--- src/rtl/load_issue_queue_pkg.sv ---
// Shared widths and default sizing for the load issue queue.
// lq_entry_t is the queue entry layout at the default widths.
package load_issue_queue_pkg;

  localparam int unsigned LQ_DEPTH    = 8;
  localparam int unsigned LQ_PREG_W   = 6;
  localparam int unsigned LQ_ROB_W    = 5;
  localparam int unsigned LQ_OFF_W    = 16;
  localparam int unsigned LQ_NUM_WAKE = 2;

  typedef struct packed {
    logic                 valid;
    logic                 base_rdy;
    logic [LQ_ROB_W-1:0]  rob;
    logic [LQ_PREG_W-1:0] base_tag;
    logic [LQ_PREG_W-1:0] dst_tag;
    logic [LQ_OFF_W-1:0]  offset;
  } lq_entry_t;

endpackage

--- src/rtl/load_issue_queue_age_matrix.sv ---
// DEPTH x DEPTH relative-age tracker with oldest-requester grant.
// Bit [i][j]=1 means entry i is older than entry j.
module load_issue_queue_age_matrix #(
  parameter int unsigned DEPTH = 8
) (
  input  logic             clk,
  input  logic             rst,
  input  logic             clear,
  input  logic [DEPTH-1:0] valid,
  input  logic [DEPTH-1:0] alloc_oh,
  input  logic [DEPTH-1:0] free_oh,
  input  logic [DEPTH-1:0] req,
  output logic [DEPTH-1:0] grant
);

  logic [DEPTH-1:0] age_q [DEPTH];
  logic [DEPTH-1:0] age_d [DEPTH];
  logic [DEPTH-1:0] blocked;

  // Free wins over alloc so a slot issued this cycle never keeps a stale ordering bit.
  always_comb begin
    for (int unsigned i = 0; i < DEPTH; i++) begin
      for (int unsigned j = 0; j < DEPTH; j++) begin
        age_d[i][j] = age_q[i][j];
        if (i == j) begin
          age_d[i][j] = 1'b0;
        end else if (clear || free_oh[i] || free_oh[j] || alloc_oh[i]) begin
          age_d[i][j] = 1'b0;
        end else if (alloc_oh[j]) begin
          age_d[i][j] = valid[i];
        end
      end
    end
  end

  always_ff @(posedge clk or posedge rst) begin
    if (rst) begin
      age_q <= '{default: '0};
    end else begin
      age_q <= age_d;
    end
  end

  // A requester is blocked if any older entry is also requesting.
  always_comb begin
    blocked = '0;
    for (int unsigned j = 0; j < DEPTH; j++) begin
      for (int unsigned i = 0; i < DEPTH; i++) begin
        if (req[i] && age_q[i][j]) begin
          blocked[j] = 1'b1;
        end
      end
    end
    grant = req & ~blocked;
  end

endmodule

--- src/rtl/load_issue_queue.sv ---
// Out-of-order load issue queue: tag wakeup, oldest-ready select, full flush.
module load_issue_queue
  import load_issue_queue_pkg::*;
#(
  parameter int unsigned DEPTH    = LQ_DEPTH,
  parameter int unsigned PREG_W   = LQ_PREG_W,
  parameter int unsigned ROB_W    = LQ_ROB_W,
  parameter int unsigned OFF_W    = LQ_OFF_W,
  parameter int unsigned NUM_WAKE = LQ_NUM_WAKE
) (
  input  logic                         clk,
  input  logic                         rst,
  input  logic                         flush,
  input  logic                         alloc_valid,
  output logic                         alloc_ready,
  input  logic [ROB_W-1:0]             alloc_rob,
  input  logic [PREG_W-1:0]            alloc_base_tag,
  input  logic                         alloc_base_rdy,
  input  logic [PREG_W-1:0]            alloc_dst_tag,
  input  logic [OFF_W-1:0]             alloc_offset,
  input  logic [NUM_WAKE-1:0]          wake_valid,
  input  logic [NUM_WAKE*PREG_W-1:0]   wake_tag,
  output logic                         issue_valid,
  input  logic                         issue_ready,
  output logic [ROB_W-1:0]             issue_rob,
  output logic [PREG_W-1:0]            issue_base_tag,
  output logic [PREG_W-1:0]            issue_dst_tag,
  output logic [OFF_W-1:0]             issue_offset,
  output logic [$clog2(DEPTH):0]       count,
  output logic                         empty
);

  localparam int unsigned CNT_W = $clog2(DEPTH) + 1;

  logic [DEPTH-1:0]  valid_q;
  logic [DEPTH-1:0]  base_rdy_q;
  logic [ROB_W-1:0]  rob_q      [DEPTH];
  logic [PREG_W-1:0] base_tag_q [DEPTH];
  logic [PREG_W-1:0] dst_tag_q  [DEPTH];
  logic [OFF_W-1:0]  offset_q   [DEPTH];
  logic [CNT_W-1:0]  count_q;

  logic [DEPTH-1:0] wake_hit;
  logic             alloc_wake_hit;
  logic [DEPTH-1:0] free_slot_oh;
  logic             free_found;
  logic [DEPTH-1:0] alloc_oh;
  logic [DEPTH-1:0] issue_oh;
  logic [DEPTH-1:0] ready_vec;
  logic [DEPTH-1:0] grant;
  logic             alloc_fire;
  logic             issue_fire;

  assign alloc_ready = (count_q < CNT_W'(DEPTH));
  assign alloc_fire  = alloc_valid && alloc_ready && !flush;
  assign ready_vec   = valid_q & base_rdy_q;
  assign issue_valid = |ready_vec;
  assign issue_fire  = issue_valid && issue_ready && !flush;
  assign alloc_oh    = alloc_fire ? free_slot_oh : '0;
  assign issue_oh    = issue_fire ? grant : '0;
  assign count       = count_q;
  assign empty       = (count_q == '0);

  // Wakeup CAM, including same-cycle bypass for the allocating load.
  always_comb begin
    wake_hit       = '0;
    alloc_wake_hit = 1'b0;
    for (int unsigned k = 0; k < NUM_WAKE; k++) begin
      if (wake_valid[k] && (wake_tag[k*PREG_W +: PREG_W] == alloc_base_tag)) begin
        alloc_wake_hit = 1'b1;
      end
      for (int unsigned i = 0; i < DEPTH; i++) begin
        if (wake_valid[k] && (wake_tag[k*PREG_W +: PREG_W] == base_tag_q[i])) begin
          wake_hit[i] = 1'b1;
        end
      end
    end
  end

  // Lowest-index invalid slot.
  always_comb begin
    free_slot_oh = '0;
    free_found   = 1'b0;
    for (int unsigned i = 0; i < DEPTH; i++) begin
      if (!valid_q[i] && !free_found) begin
        free_slot_oh[i] = 1'b1;
        free_found      = 1'b1;
      end
    end
  end

  load_issue_queue_age_matrix #(
    .DEPTH (DEPTH)
  ) u_age_matrix (
    .clk      (clk),
    .rst      (rst),
    .clear    (flush),
    .valid    (valid_q),
    .alloc_oh (alloc_oh),
    .free_oh  (issue_oh),
    .req      (ready_vec),
    .grant    (grant)
  );

  // One-hot grant mux; all-zero fields when nothing is ready.
  always_comb begin
    issue_rob      = '0;
    issue_base_tag = '0;
    issue_dst_tag  = '0;
    issue_offset   = '0;
    for (int unsigned i = 0; i < DEPTH; i++) begin
      if (grant[i]) begin
        issue_rob      = issue_rob      | rob_q[i];
        issue_base_tag = issue_base_tag | base_tag_q[i];
        issue_dst_tag  = issue_dst_tag  | dst_tag_q[i];
        issue_offset   = issue_offset   | offset_q[i];
      end
    end
  end

  always_ff @(posedge clk or posedge rst) begin
    if (rst) begin
      valid_q    <= '0;
      base_rdy_q <= '0;
      count_q    <= '0;
    end else if (flush) begin
      valid_q    <= '0;
      base_rdy_q <= '0;
      count_q    <= '0;
    end else begin
      for (int unsigned i = 0; i < DEPTH; i++) begin
        if (alloc_oh[i]) begin
          valid_q[i]    <= 1'b1;
          base_rdy_q[i] <= alloc_base_rdy || alloc_wake_hit;
        end else if (issue_oh[i]) begin
          valid_q[i]    <= 1'b0;
          base_rdy_q[i] <= 1'b0;
        end else if (valid_q[i] && wake_hit[i]) begin
          base_rdy_q[i] <= 1'b1;
        end
      end
      count_q <= count_q + CNT_W'(alloc_fire) - CNT_W'(issue_fire);
    end
  end

  // Payload needs no reset: it is only observed through valid entries.
  always_ff @(posedge clk) begin
    for (int unsigned i = 0; i < DEPTH; i++) begin
      if (alloc_oh[i]) begin
        rob_q[i]      <= alloc_rob;
        base_tag_q[i] <= alloc_base_tag;
        dst_tag_q[i]  <= alloc_dst_tag;
        offset_q[i]   <= alloc_offset;
      end
    end
  end

endmodule
--- config.mk ---
export PLATFORM = sky130hd
export DESIGN_NAME = load_issue_queue
export DESIGN_NICKNAME = d
export VERILOG_FILES = /design/src/rtl/load_issue_queue_pkg.sv /design/src/rtl/load_issue_queue_age_matrix.sv /design/src/rtl/load_issue_queue.sv
export SDC_FILE = /design/constraint.sdc
export NUM_CORES = 1
export LEC_CHECK = 0
export CORE_ASPECT_RATIO = 1.1
export CORE_MARGIN = 2
export CORE_UTILIZATION = 48
export DETAILED_ROUTE_END_ITERATION = 10
export PLACE_DENSITY_LB_ADDON = 0.08
export SETUP_SLACK_MARGIN = 0.15
export SYNTH_ARGS = -nofsm -noshare
export SYNTH_HDL_FRONTEND = slang
export SYNTH_SLANG_ARGS = --single-unit
--- constraint.sdc ---
create_clock -name clk -period 3.8 [get_ports clk]
set_input_delay 1.14 -clock clk [delete_from_list [all_inputs] [get_ports clk]]
set_output_delay 1.14 -clock clk [all_outputs]
set_load 0.01 [all_outputs]
### Yosys cells after proc, flatten, opt, wreduce, memory -nomap -nowiden

Memories as Yosys holds them, arrays and structs flattened.
Index checks and enable logic that the tools add are counted.

| operators by class | value |
|---|---|
| shift-type cells | 0 |
| $lt $le $gt $ge | 1 |
| bitwise operators | 31 |
| divide/modulo/power cells | 0 |
| mux-type cells | 377 |
| reductions and logical operators | 330 |
| $add $sub $neg | 2 |
| multiply operators | 0 |
| eq/ne operators | 18 |

Operators with widths:

| cell | count |
|---|---|
| two-way mux 1 bit | 284 |
| two-way mux 16 bit | 15 |
| two-way mux 6 bit | 30 |
| logical OR 1 bit | 121 |
| OR 16 bit | 7 |
| nonzero test 2 bit | 56 |
| OR reduction 16 bit | 7 |
| == test 6 bit | 18 |
| logical AND 1 bit | 93 |
| two-way mux 3 bit | 28 |
| OR 6 bit | 14 |
| OR reduction 6 bit | 14 |
| two-way mux 5 bit | 15 |
| OR 5 bit | 7 |
| OR reduction 5 bit | 7 |
| two-way mux 8 bit | 4 |
| nonzero test 4 bit | 8 |
| nonzero test 3 bit | 8 |
| bitwise AND 8 bit | 2 |
| logical NOT 1 bit | 14 |
| inverter 8 bit | 1 |
| OR reduction 8 bit | 1 |
| adder 4 x 1 -> 4 bit | 1 |
| logical NOT 4 bit | 1 |
| 3 further kinds | 3 |

| word-level totals | value |
|---|---|
| latch bits | 0 |
| ROM bits | 0 |
| RAM bits | 264 |
| input port bits | 53 |
| memories | 4 |
| output and inout bits | 40 |
| flip-flop bits (word level) | 76 |
| word-level logic and storage cells | 836 |

Memory list:

| name | words | width | read ports | clocked after Yosys merged registers in | write ports | line | source |
|---|---|---|---|---|---|---|---|
| offset_q | 8 | 16 | 8 | 0 | 1 | load_issue_queue.sv:40 | `logic [OFF_W-1:0] offset_q [DEPTH];` |
| base_tag_q | 8 | 6 | 8 | 0 | 1 | load_issue_queue.sv:38 | `logic [PREG_W-1:0] base_tag_q [DEPTH];` |
| dst_tag_q | 8 | 6 | 8 | 0 | 1 | load_issue_queue.sv:39 | `logic [PREG_W-1:0] dst_tag_q [DEPTH];` |
| rob_q | 8 | 5 | 8 | 0 | 1 | load_issue_queue.sv:37 | `logic [ROB_W-1:0] rob_q [DEPTH];` |

### Longest topological paths before layout

Gate-level depths: netlist of run 1.

| depth | value |
|---|---|
| depth in word-level cells | 32 |
| depth in mapped cells | 14 |
| depth with buffers taken out | 10 |

### Modules after synthesis

A second synthesis of run 1 with hierarchy kept.

| second synthesis, totals | value |
|---|---|
| cells, all modules | 1011 |
| area, all modules | 14716.6 um^2 |

Modules (own cells, without submodules):

| module | area an instance (um^2) | instances | seq. area each (um^2) | cells each |
|---|---|---|---|---|
| load_issue_queue | 11775.0 | 1 | 8428.1 | 760 |
| load_issue_queue_age_matrix | 2941.6 | 1 | 1401.3 | 251 |

### Worst setup path after synthesis of run 1

OpenSTA, ideal clock, no wires.

| timing | value |
|---|---|
| kind | input to register |
| start point | in alloc_valid |
| end point | reg u_age_matrix.age_q[8] (netlist bit) |
| path slack | 0.602 ns |
| library setup time | 0.077 ns |
| required time | 3.723 ns |
| path buffers | 0 |
| stages on the path | 9 |
| arrival | 3.121 ns |
| cells stage by stage | nor3b_2 -> inv_2 -> or2_1 -> nor2_4 -> nand3b_1 -> clkinv_1 -> nor4b_1 -> nand2_1 -> o21ai_1 |

| on the way | value |
|---|---|
| cells in the longest elaborated chain, start to end | 5 |
| elaborated cells on any way between the ends | 6 |
| those cells by class | 2 x mux; 4 x reduce/logical |

RTL lines:

| element | line | source |
|---|---|---|
| start, declared | load_issue_queue.sv:14 | `input logic alloc_valid,` |
| logical AND 1 bit * (2 in series) | load_issue_queue.sv:55 | `assign alloc_fire = alloc_valid && alloc_ready && !flush;` |
| two-way mux 8 bit * | load_issue_queue.sv:59 | `assign alloc_oh = alloc_fire ? free_slot_oh : '0;` |
| via alloc_oh[6] | load_issue_queue.sv:47 | `logic [DEPTH-1:0] alloc_oh;` |
| logical OR 1 bit * | load_issue_queue_age_matrix.sv:27 | `end else if (clear \|\| free_oh[i] \|\| free_oh[j] \|\| alloc_oh[i]) begin` |
| two-way mux 1 bit or nonzero test 2 bit (tied branches) | -- |  |
| end signal, assigned | load_issue_queue_age_matrix.sv:40 | `age_q <= age_d;` |
| end, declared | load_issue_queue_age_matrix.sv:16 | `logic [DEPTH-1:0] age_q [DEPTH];` |

Mark *: on every way through the listed nets, which the timed path passes. The rest lies on a longest branch.
A chain may end at the register's enable or synchronous reset.

### Worst setup path after layout of run 1

| timing | value |
|---|---|
| start point | reg valid_q[4] |
| end point | out issue_dst_tag[5] |

| on the way | value |
|---|---|
| cells in the longest elaborated chain, start to end | 23 |
| elaborated cells on any way between the ends | 50 |
| those cells by class | 33 x mux; 10 x bitwise; 7 x reduce/logical |

RTL lines:

| element | line | source |
|---|---|---|
| start, declared | load_issue_queue.sv:35 | `logic [DEPTH-1:0] valid_q;` |
| start signal, assigned | load_issue_queue.sv:123 | `valid_q <= '0;` |
| start signal, assigned | load_issue_queue.sv:127 | `valid_q <= '0;` |
| start signal, assigned by index | load_issue_queue.sv:133 | `valid_q[i] <= 1'b1;` |
| bitwise AND 8 bit * | load_issue_queue.sv:56 | `assign ready_vec = valid_q & base_rdy_q;` |
| logical AND 1 bit | load_issue_queue_age_matrix.sv:49 | `if (req[i] && age_q[i][j]) begin` |
| two-way mux 1 bit (4 in series) | load_issue_queue_age_matrix.sv:49 |  |
| inverter 8 bit | load_issue_queue_age_matrix.sv:54 | `grant = req & ~blocked;` |
| bitwise AND 8 bit * | load_issue_queue_age_matrix.sv:54 |  |
| two-way mux 6 bit | load_issue_queue.sv:112 | `if (grant[i]) begin` |
| OR 6 bit | load_issue_queue.sv:115 | `issue_dst_tag = issue_dst_tag \| dst_tag_q[i];` |
| two-way mux 6 bit | load_issue_queue.sv:112 |  |
| (+4 left out) | -- |  |
| OR 6 bit | load_issue_queue.sv:115 |  |
| two-way mux 6 bit | load_issue_queue.sv:112 |  |
| OR 6 bit | load_issue_queue.sv:115 |  |
| two-way mux 6 bit | load_issue_queue.sv:112 |  |
| OR 6 bit | load_issue_queue.sv:115 |  |
| two-way mux 6 bit | load_issue_queue.sv:112 |  |
| OR 6 bit | load_issue_queue.sv:115 |  |
| two-way mux 6 bit * | load_issue_queue.sv:112 |  |
| end, declared | load_issue_queue.sv:27 | `output logic [PREG_W-1:0] issue_dst_tag,` |

Mark *: on every way between the ends. The rest lies on a longest branch, timed or not.

==> flow_summary.toml, run 1 <==
[detailed_routing]
drt-vias-per-instance = 6.355
routed_wl_um = 43520
ant_nets = 0
vias = 10240
drc = 0
firstDrtPassIters = 8
drtIter0Drc = 1327
wl_per_cell_um = 27.01

[floorplanning]
pin_count = 93
die_y_um = 186.2
die_w_um = 169.6
rows = 66
initial_core_util = 0.4885
design.die.area_um2 = 31580
coreArea_um2 = 29650

[power]
internal_power_uw = 6428
p_leak_uw = 0.006791
vdd_drop_max_uv = 422.4
clock_power_share = 0.419
p_comb_frac = 0.076
switchingPower_uw = 1822
power_uw = 8251
p_per_area_nw_per_um2 = 451.8
sw_frac_of_total = 0.2209
seq_power_share = 0.504

[cts]
cts_tree = "built"
clkTransAtPathRegs_ns = 0.06
cts-root-buf = "clkbuf_16"
numCtsBuffers = 37
htree_levels = 2
clock_latency_ns = 0.52
clockBufferDepth = 3
cts_sinks = 340

[logic_synthesis]
netlist.area_leader.share = 0.5474
yosysMostFrequentCell = "edfxtp_1"
netlist_area_um2 = 14480
syn_inst = 1017
synth.top_cells.by_area = "edfxtp_1, dfrtp_1, a222oi_1"
netlist_top_cells_count = "edfxtp_1, nand2_1, dfrtp_1, a222oi_1, nand3_1"
synthFlopType = "edfxtp_1"
synthArstFlopShare = 0.2235
synth_fp_nets = 1076
syn_area_per_cell_um2 = 14.24
synth_enable_flop_cells = 264
yosysWarningCount = 0
synth_seq_area_share = 0.6788
netlist.top_cell.by_area = "edfxtp_1"
yosys.cell_types.count = 63
synth-seq-cells = 340

[sta]
skew_ns = 0.008337
setup_viol = 2
final.min_clock_period_ns = 3.847
tns_ns = -0.06270
clock.fmax_mhz = 259.9
setup_ws_ns = -0.04725
tightest_slew_ns = 0.7564
period_share = 1.012
rsz0062_at_grt = "true"
finalHoldViolations = 0
slew_headroom = 0.4892
slew_violations = 0

[critical_path]
worstSetupPathType = "register to output pin"
critPathBufInv = 4
arrival_ns = 2.71
cp_max_fo = 10
crit_family = "compound AO/OA/AOI/OAI gates"
critPathMaxStageDelay_ns = 0.51
crit_chain = "a32o_2, a2111oi_4, buf_6, buf_12, clkbuf_16, a222oi_1, nand2_1, a221o_1, buf_2"
end_kind = "output pin"
cp.required_ns = 2.66
critPathLaunchType = "register"
cp_slowest_cell = "dfrtp_2"

[placement]
place_area_um2 = 16410
port_buffers = 92
dp_slack_ns = 0.07071
dp_hpwl_um = 25460
gp_congestion = 0.9193

[final_layout]
fin_util = 0.6159
area_delta_synth_final_pct = 26.09
drive_gt1_frac = 0.2225
design_area_um2 = 18260
seq_area_um2 = 9844
fin_nets = 1267
fillers = 2237
multiInputGateArea_um2 = 4274

[status]
status = "complete, but fails checks"
violations = "setup timing"

[job]
drv_cap = 0

[global_route]
grt_overflow_total = 0
grt_pass1_wl_um = 63200
gr-usage-all-layers = 0.2686
antenna_found_initial = 1
grt_start_max_net_pins = 52
grt_pass1_vias = 10220

[hold_path]
worstHoldPathType = "register to register"
power by group through the flow:
stage	Combinational, µW	Clock [µW]	Sequential [µW]
6_report	628	3460	4160
2_1_floorplan	307	0	4220
4_1_cts	623	3510	4160
3_5_place_dp	616	0	4240
5_1_grt	679	3640	4170
3_3_place_gp	612	0	4230
worst register-to-register path, cell delays in order (launching register included):
cell	delay, ns
dfrtp_2	0.51
buf_4	0.17
nand2_1	0.11
and4_1	0.28
a41oi_2	0.26
buf_4	0.34
nand2_1	0.12
nand2b_1	0.45
o22ai_1	0.19
final cells by class:
cell class,count,share of cell area
Inverter,18,0.003700
Multi-Input combinational cell,579,0.2341
Clock buffer,49,0.05427
Tap cell,374,0.02563
Sequential cell,340,0.5391
Timing Repair Buffer,232,0.1338
Clock inverter,18,0.009250
Antenna cell,1,0.0001370
per-layer routing:
layer  part of all wire  routed length [µm]  GRT usage
met4              0.026                1111    0.08547
met3              0.081                3520    0.04084
met1               0.41               17780     0.3659
met5                  0                   0          0
met2               0.48               21100     0.4491
cells in the final DEF (no fill, tap or decap), types with 4 or more instances in the layout:
master | netlist | routed
clkinv_2 | 0 | 6
nand3_1 | 63 | 59
a32o_1 | 7 | 4
inv_1 | 13 | 8
clkdlybuf4s50_1 | 0 | 59
or4_1 | 8 | 8
o22ai_1 | 8 | 8
buf_12 | 0 | 29
a221o_1 | 33 | 33
and2_1 | 9 | 7
buf_16 | 0 | 4
xnor2_1 | 56 | 56
dfrtp_2 | 0 | 12
clkbuf_1 | 32 | 10
inv_2 | 3 | 10
clkinv_1 | 2 | 6
a222oi_1 | 66 | 66
o41ai_1 | 8 | 8
ha_1 | 5 | 5
dfrtp_1 | 76 | 64
a22oi_1 | 7 | 7
buf_4 | 6 | 84
nand2_1 | 77 | 74
edfxtp_1 | 264 | 264
a211oi_1 | 9 | 9
a21oi_1 | 35 | 35
clkbuf_16 | 0 | 43
nor3_1 | 19 | 18
mux2i_1 | 4 | 4
xor2_1 | 54 | 54
buf_6 | 3 | 15
o21ai_1 | 5 | 5
nand4_1 | 32 | 32
nor4_1 | 7 | 7
nor2_1 | 17 | 17
a2111oi_4 | 3 | 4
buf_2 | 37 | 32
cells by family (layout without fill, tap and decap cells):
| kind of cell | count (synthesis) | in the layout | synth area share |
|---|---|---|---|
| muxes | 6 | 6 | 0.004320 |
| other | 0 | 1 | 0 |
| adders and majority gates | 6 | 6 | 0.005702 |
| buffers and inverters | 98 | 317 | 0.03180 |
| and+or+nand+nor | 258 | 258 | 0.09254 |
| xor gates and xnor gates | 110 | 110 | 0.06653 |
| DFF | 340 | 340 | 0.6788 |
| AOI/OAI and AO/OA | 199 | 199 | 0.1204 |
state kept, by name (all words and copies together), names as in the netlist:
register,flops
base_rdy_q,8
base_tag_q,48
count,4
dst_tag_q,48
offset_q,128
rob_q,40
u_age_matrix.age_q,56
valid_q,8
worst paths after layout:
kind                                                           end  cells after the start                                from  slack, ns
max in group asynchronous                   valid_q[3]$_DFFE_PP0P_                      3                                 rst       2.00
worst max-delay path                              issue_dst_tag[5]                      9              valid_q[4]$_DFFE_PP0P_      -0.05
worst max register to register           base_rdy_q[2]$_DFFE_PP0P_                      8              valid_q[4]$_DFFE_PP0P_       1.20
min in group asynchronous       u_age_matrix.age_q[55]$_DFFE_PP0P_                      2                                 rst       1.05
worst min-delay path            u_age_matrix.age_q[44]$_DFFE_PP0P_                      2  u_age_matrix.age_q[44]$_DFFE_PP0P_       0.52
worst min register to register  u_age_matrix.age_q[44]$_DFFE_PP0P_                      2  u_age_matrix.age_q[44]$_DFFE_PP0P_       0.52
through the flow:
stage / cells / hold slack [ns]
2_1_floorplan: 1017 / 0.4802
3_3_place_gp: 1483 / 0.5009
3_5_place_dp: 1483 / 0.5078
4_1_cts: 1586 / 0.5212
5_1_grt: 1610 / 0.5516
6_report: 1611 / 0.5205
repair_timing:
item,4_1_cts,5_1_grt
cloned,5,8
gates resized for setup,168,13
pin swaps,26,35
hold buffers,0,0
setup endpoints to repair,33,33
buffers inserted,31,16
No activity file was read; power rests on OpenSTA's default activity.
==> run 2: changes to the inputs <==
CORE_UTILIZATION = 36   (was 48)
CTS_CLUSTER_SIZE = 12   (was default)
SYNTH_HIERARCHICAL = 1   (was default)
==> run 2 against run 1 <==
Compared with the run above:
- the run still ends with setup timing left
- global-route usage down 3.6 points
- sequential share of layout area is 1.8 points lower
- clock skew up 0.011 ns
- design area up 3.3%
- wire length rose by 12%
- power fell by 0.86%
- utilization decreased by 15 points
- final cell count grew 7.8%
- synthesized cell count down 0.59%
- clock power decreased by 3%
- count of clock-buffer cells in the layout shrank 4
- critical endpoint is now issue_dst_tag[2]
==> flow_summary.toml, run 2 <==
[critical_path]
cp_max_fo = 6
r2r_end = "u_age_matrix/age_q[9]$_DFFE_PP0P_"
worstSetupPathType = "register to output pin"
crit_family = "buffers and inverters"
r2r_start = "base_rdy_q[5]$_DFFE_PP0P_"
r2r_cells = 14
end_kind = "output pin"
r2r_slack_ns = 0.97
cpMostUsedCell = "buf_6"
critPathBufInv = 5
critPathLaunchType = "register"
critPathMaxStageDelay_ns = 0.38
crit_chain = "and2_4, buf_6, a22o_1, a221oi_2, and4_4, buf_6, buf_12, buf_16, a22oi_2, nand4_1, buf_2"
arrival_ns = 2.71
cp_slowest_cell = "dfrtp_1"
cp.required_ns = 2.66

[final_layout]
fillers = 3578
fin_nets = 1259
area_delta_synth_final_pct = 28.12
regMostFlops = "offset_q"
top_regs = "offset_q: 128 flops, u_age_matrix/age_q: 56 flops"
fin_cells = 1737
insertedDiodeCount = 0
mostFrequentLayoutCells = "edfxtp_1, a22oi_1, dfrtp_1"
design_area_um2 = 18860
final_common_cell = "edfxtp_1"
drive_gt1_frac = 0.2451
largest_reg_flops = 128

[logic_synthesis]
synth-seq-cells = 340
synth-simple-area-share = 0.09386
synthArstFlopShare = 0.2235
synth_fp_nets = 1070
yosys.cell_types.count = 53
yosys.area_share.xor_xnor = 0.06547
synthAdderAreaFrac = 0.005611
yosysWarningCount = 6
netlist.top_cell.by_area = "edfxtp_1"
netlist_area_um2 = 14720
syn_inst = 1011
netlist_top_cells_count = "edfxtp_1, a22oi_1, dfrtp_1, xnor2_1, mux2i_1"
synth_top_family_by_area = "compound AO/OA/AOI/OAI gates"
synthMuxAreaShare = 0.03809
yosysMostFrequentCell = "edfxtp_1"
synthFlopType = "edfxtp_1"
synth_seq_area_share = 0.6679
synth.top_cells.by_area = "edfxtp_1, dfrtp_1, a22oi_1"
synth_compound_area_frac = 0.1001
syn_area_per_cell_um2 = 14.56
netlist.area_leader.share = 0.5387
synth_enable_flop_cells = 264

[hold_path]
hp-start = "u_age_matrix/age_q[59]$_DFFE_PP0P_"
holdPathEnd = "u_age_matrix/age_q[59]$_DFFE_PP0P_"
worstHoldPathType = "register to register"
hold_path_depth = 2

[detailed_routing]
drt-vias-per-instance = 5.667
firstDrtPassIters = 5
wl_per_cell_um = 28.15
vias = 9844
drc = 0
drtIter0Drc = 861
ant_nets = 0
routed_wl_um = 48890

[power]
seq_power_share = 0.506
p_per_area_nw_per_um2 = 433.8
switchingPower_uw = 1943
sw_frac_of_total = 0.2375
internal_power_uw = 6237
p_leak_uw = 0.006538
vdd_drop_max_uv = 312.9
p_comb_frac = 0.084
clock_power_share = 0.409

[floorplanning]
coreArea_um2 = 40270
die_y_um = 216.1
pin_count = 93
initial_core_util = 0.3654
die_w_um = 196.8
design.die.area_um2 = 42510
rows = 77

[status]
violations = "setup timing"
status = "complete, but fails checks"

[sta]
setup_ws_ns = -0.05308
slew_headroom = 0.4551
clock.fmax_mhz = 259.5
finalHoldViolations = 0
final.min_clock_period_ns = 3.853
slew_violations = 0
tightest_slew_ns = 0.8099
rsz0062_at_grt = "true"
setup_viol = 11
period_share = 1.014
skew_ns = 0.01914

[global_route]
antenna_found_initial = 1
grt_start_max_net_pins = 40
grt_pass1_vias = 10170
grt_overflow_total = 0
grt_pass1_wl_um = 71570
gr-usage-all-layers = 0.2325

[cts]
cts_sinks = 340
cts_tree = "built"
ctsHoldBuffers = 0
clkTransAtPathRegs_ns = 0.06
htree_levels = 2
clockBufferDepth = 3
numCtsBuffers = 38
clock_latency_ns = 0.55
cts-root-buf = "clkbuf_16"

[placement]
placed_cells = 1621
gp_congestion = 0.8283
port_buffers = 92
place_area_um2 = 16880
dp_hpwl_um = 28430

[job]
drv_cap = 0
==> run 2: changes by cell type after synthesis, sizes merged, moves of 28 or more <==
cell / previous run / this run
mux2i: 4 / 56
a22oi: 7 / 140
a21oi: 36 / 7
a221o: 33 / 0
nand3: 63 / 25
a222oi: 66 / 0
nand2: 77 / 18
nor4: 8 / 36
==> run 2: worst register-to-register path, cell delays in order, from the launching register on <==
cell and delay [ns]:
dfrtp_1 0.38, and2_4 0.20, buf_6 0.12, a22o_1 0.19, a221oi_2 0.24, and4_4 0.29, buf_6 0.11, buf_12 0.11
buf_12 0.10, buf_16 0.11, buf_4 0.10, buf_4 0.11, and2_1 0.17, or2_1 0.35, nor3_1 0.11
==> run 2: worst max path at each step <==
| stage | start | endpoint | slack (ns) | depth (start not counted) |
|---|---|---|---|---|
| final | base_rdy_q[5]$_DFFE_PP0P_ | issue_dst_tag[2] | -0.05 | 11 |
| after global routing | base_rdy_q[5]$_DFFE_PP0P_ | issue_dst_tag[3] | -0.12 | 12 |
| after CTS | valid_q[5]$_DFFE_PP0P_ | issue_dst_tag[2] | -0.07 | 11 |
| after detailed placement | base_rdy_q[1]$_DFFE_PP0P_ | issue_base_tag[0] | -0.01 | 9 |
| after global placement | base_rdy_q[1]$_DFFE_PP0P_ | issue_base_tag[0] | -0.05 | 9 |
| after floorplan | flush | u_age_matrix/age_q[51]$_DFFE_PP0P_ | -0.11 | 6 |
==> run 2: metal layers <==
layer	up-vias	GRT usage	wire [µm]
met3	62	0.04404	2895
met5	-	0	19
met2	325	0.3821	23690
met4	2	0.05514	937
li1	4347	-	-
met1	5108	0.3198	21350
==> run 2: final cells by class <==
class / instances / area [µm²] / area share
Sequential cell: 340 / 9829 / 0.5213
Inverter: 12 / 45.04 / 0.002389
Clock inverter: 19 / 125.1 / 0.006636
Clock buffer: 45 / 977.2 / 0.05182
Multi-Input combinational cell: 582 / 4720 / 0.2503
Tap cell: 513 / 641.9 / 0.03404
Timing Repair Buffer: 226 / 2517 / 0.1335
==> run 2: power by group through the flow <==
stage	Combinational, µW	Sequential [µW]	Clock [µW]
after CTS	689	4140	3430
final	690	4140	3350
after detailed placement	678	4210	0
after global routing	741	4150	3570
after global placement	678	4210	0
after floorplan	310	4220	0
==> run 2: through the flow <==
step                setup TNS (ns)  total power [µW]  setup slack, ns    util  hold WS (ns)
finish                     -0.3556              8179         -0.05308  0.4682        0.5545
CTS                        -0.6026              8263         -0.07047  0.4650        0.5602
detailed placement        -0.01449              4891         -0.01328  0.4191        0.5453
floorplan                   -1.193              4531          -0.1084       -        0.4866
global placement           -0.1134              4892         -0.05426  0.4191        0.5206
global route                -1.744              8463          -0.1187  0.4682        0.5875
==> run 2: kinds of logic (layout without fill, tap and decap cells) <==
family | Yosys count | count (layout)
muxes | 56 | 56
adders and majority gates | 6 | 6
xor gates and xnor gates | 110 | 110
and+or+nand+nor | 216 | 216
AOI/OAI and AO/OA | 194 | 194
DFF | 340 | 340
buffers and inverters | 89 | 302
==> run 2: timing repair <==
action                     in CTS  in global routing
gates resized for setup       192                 17
setup endpoints to repair      33                 33
cloned                         14                  0
setup buffers                  32                  6
pin swaps                      31                 19
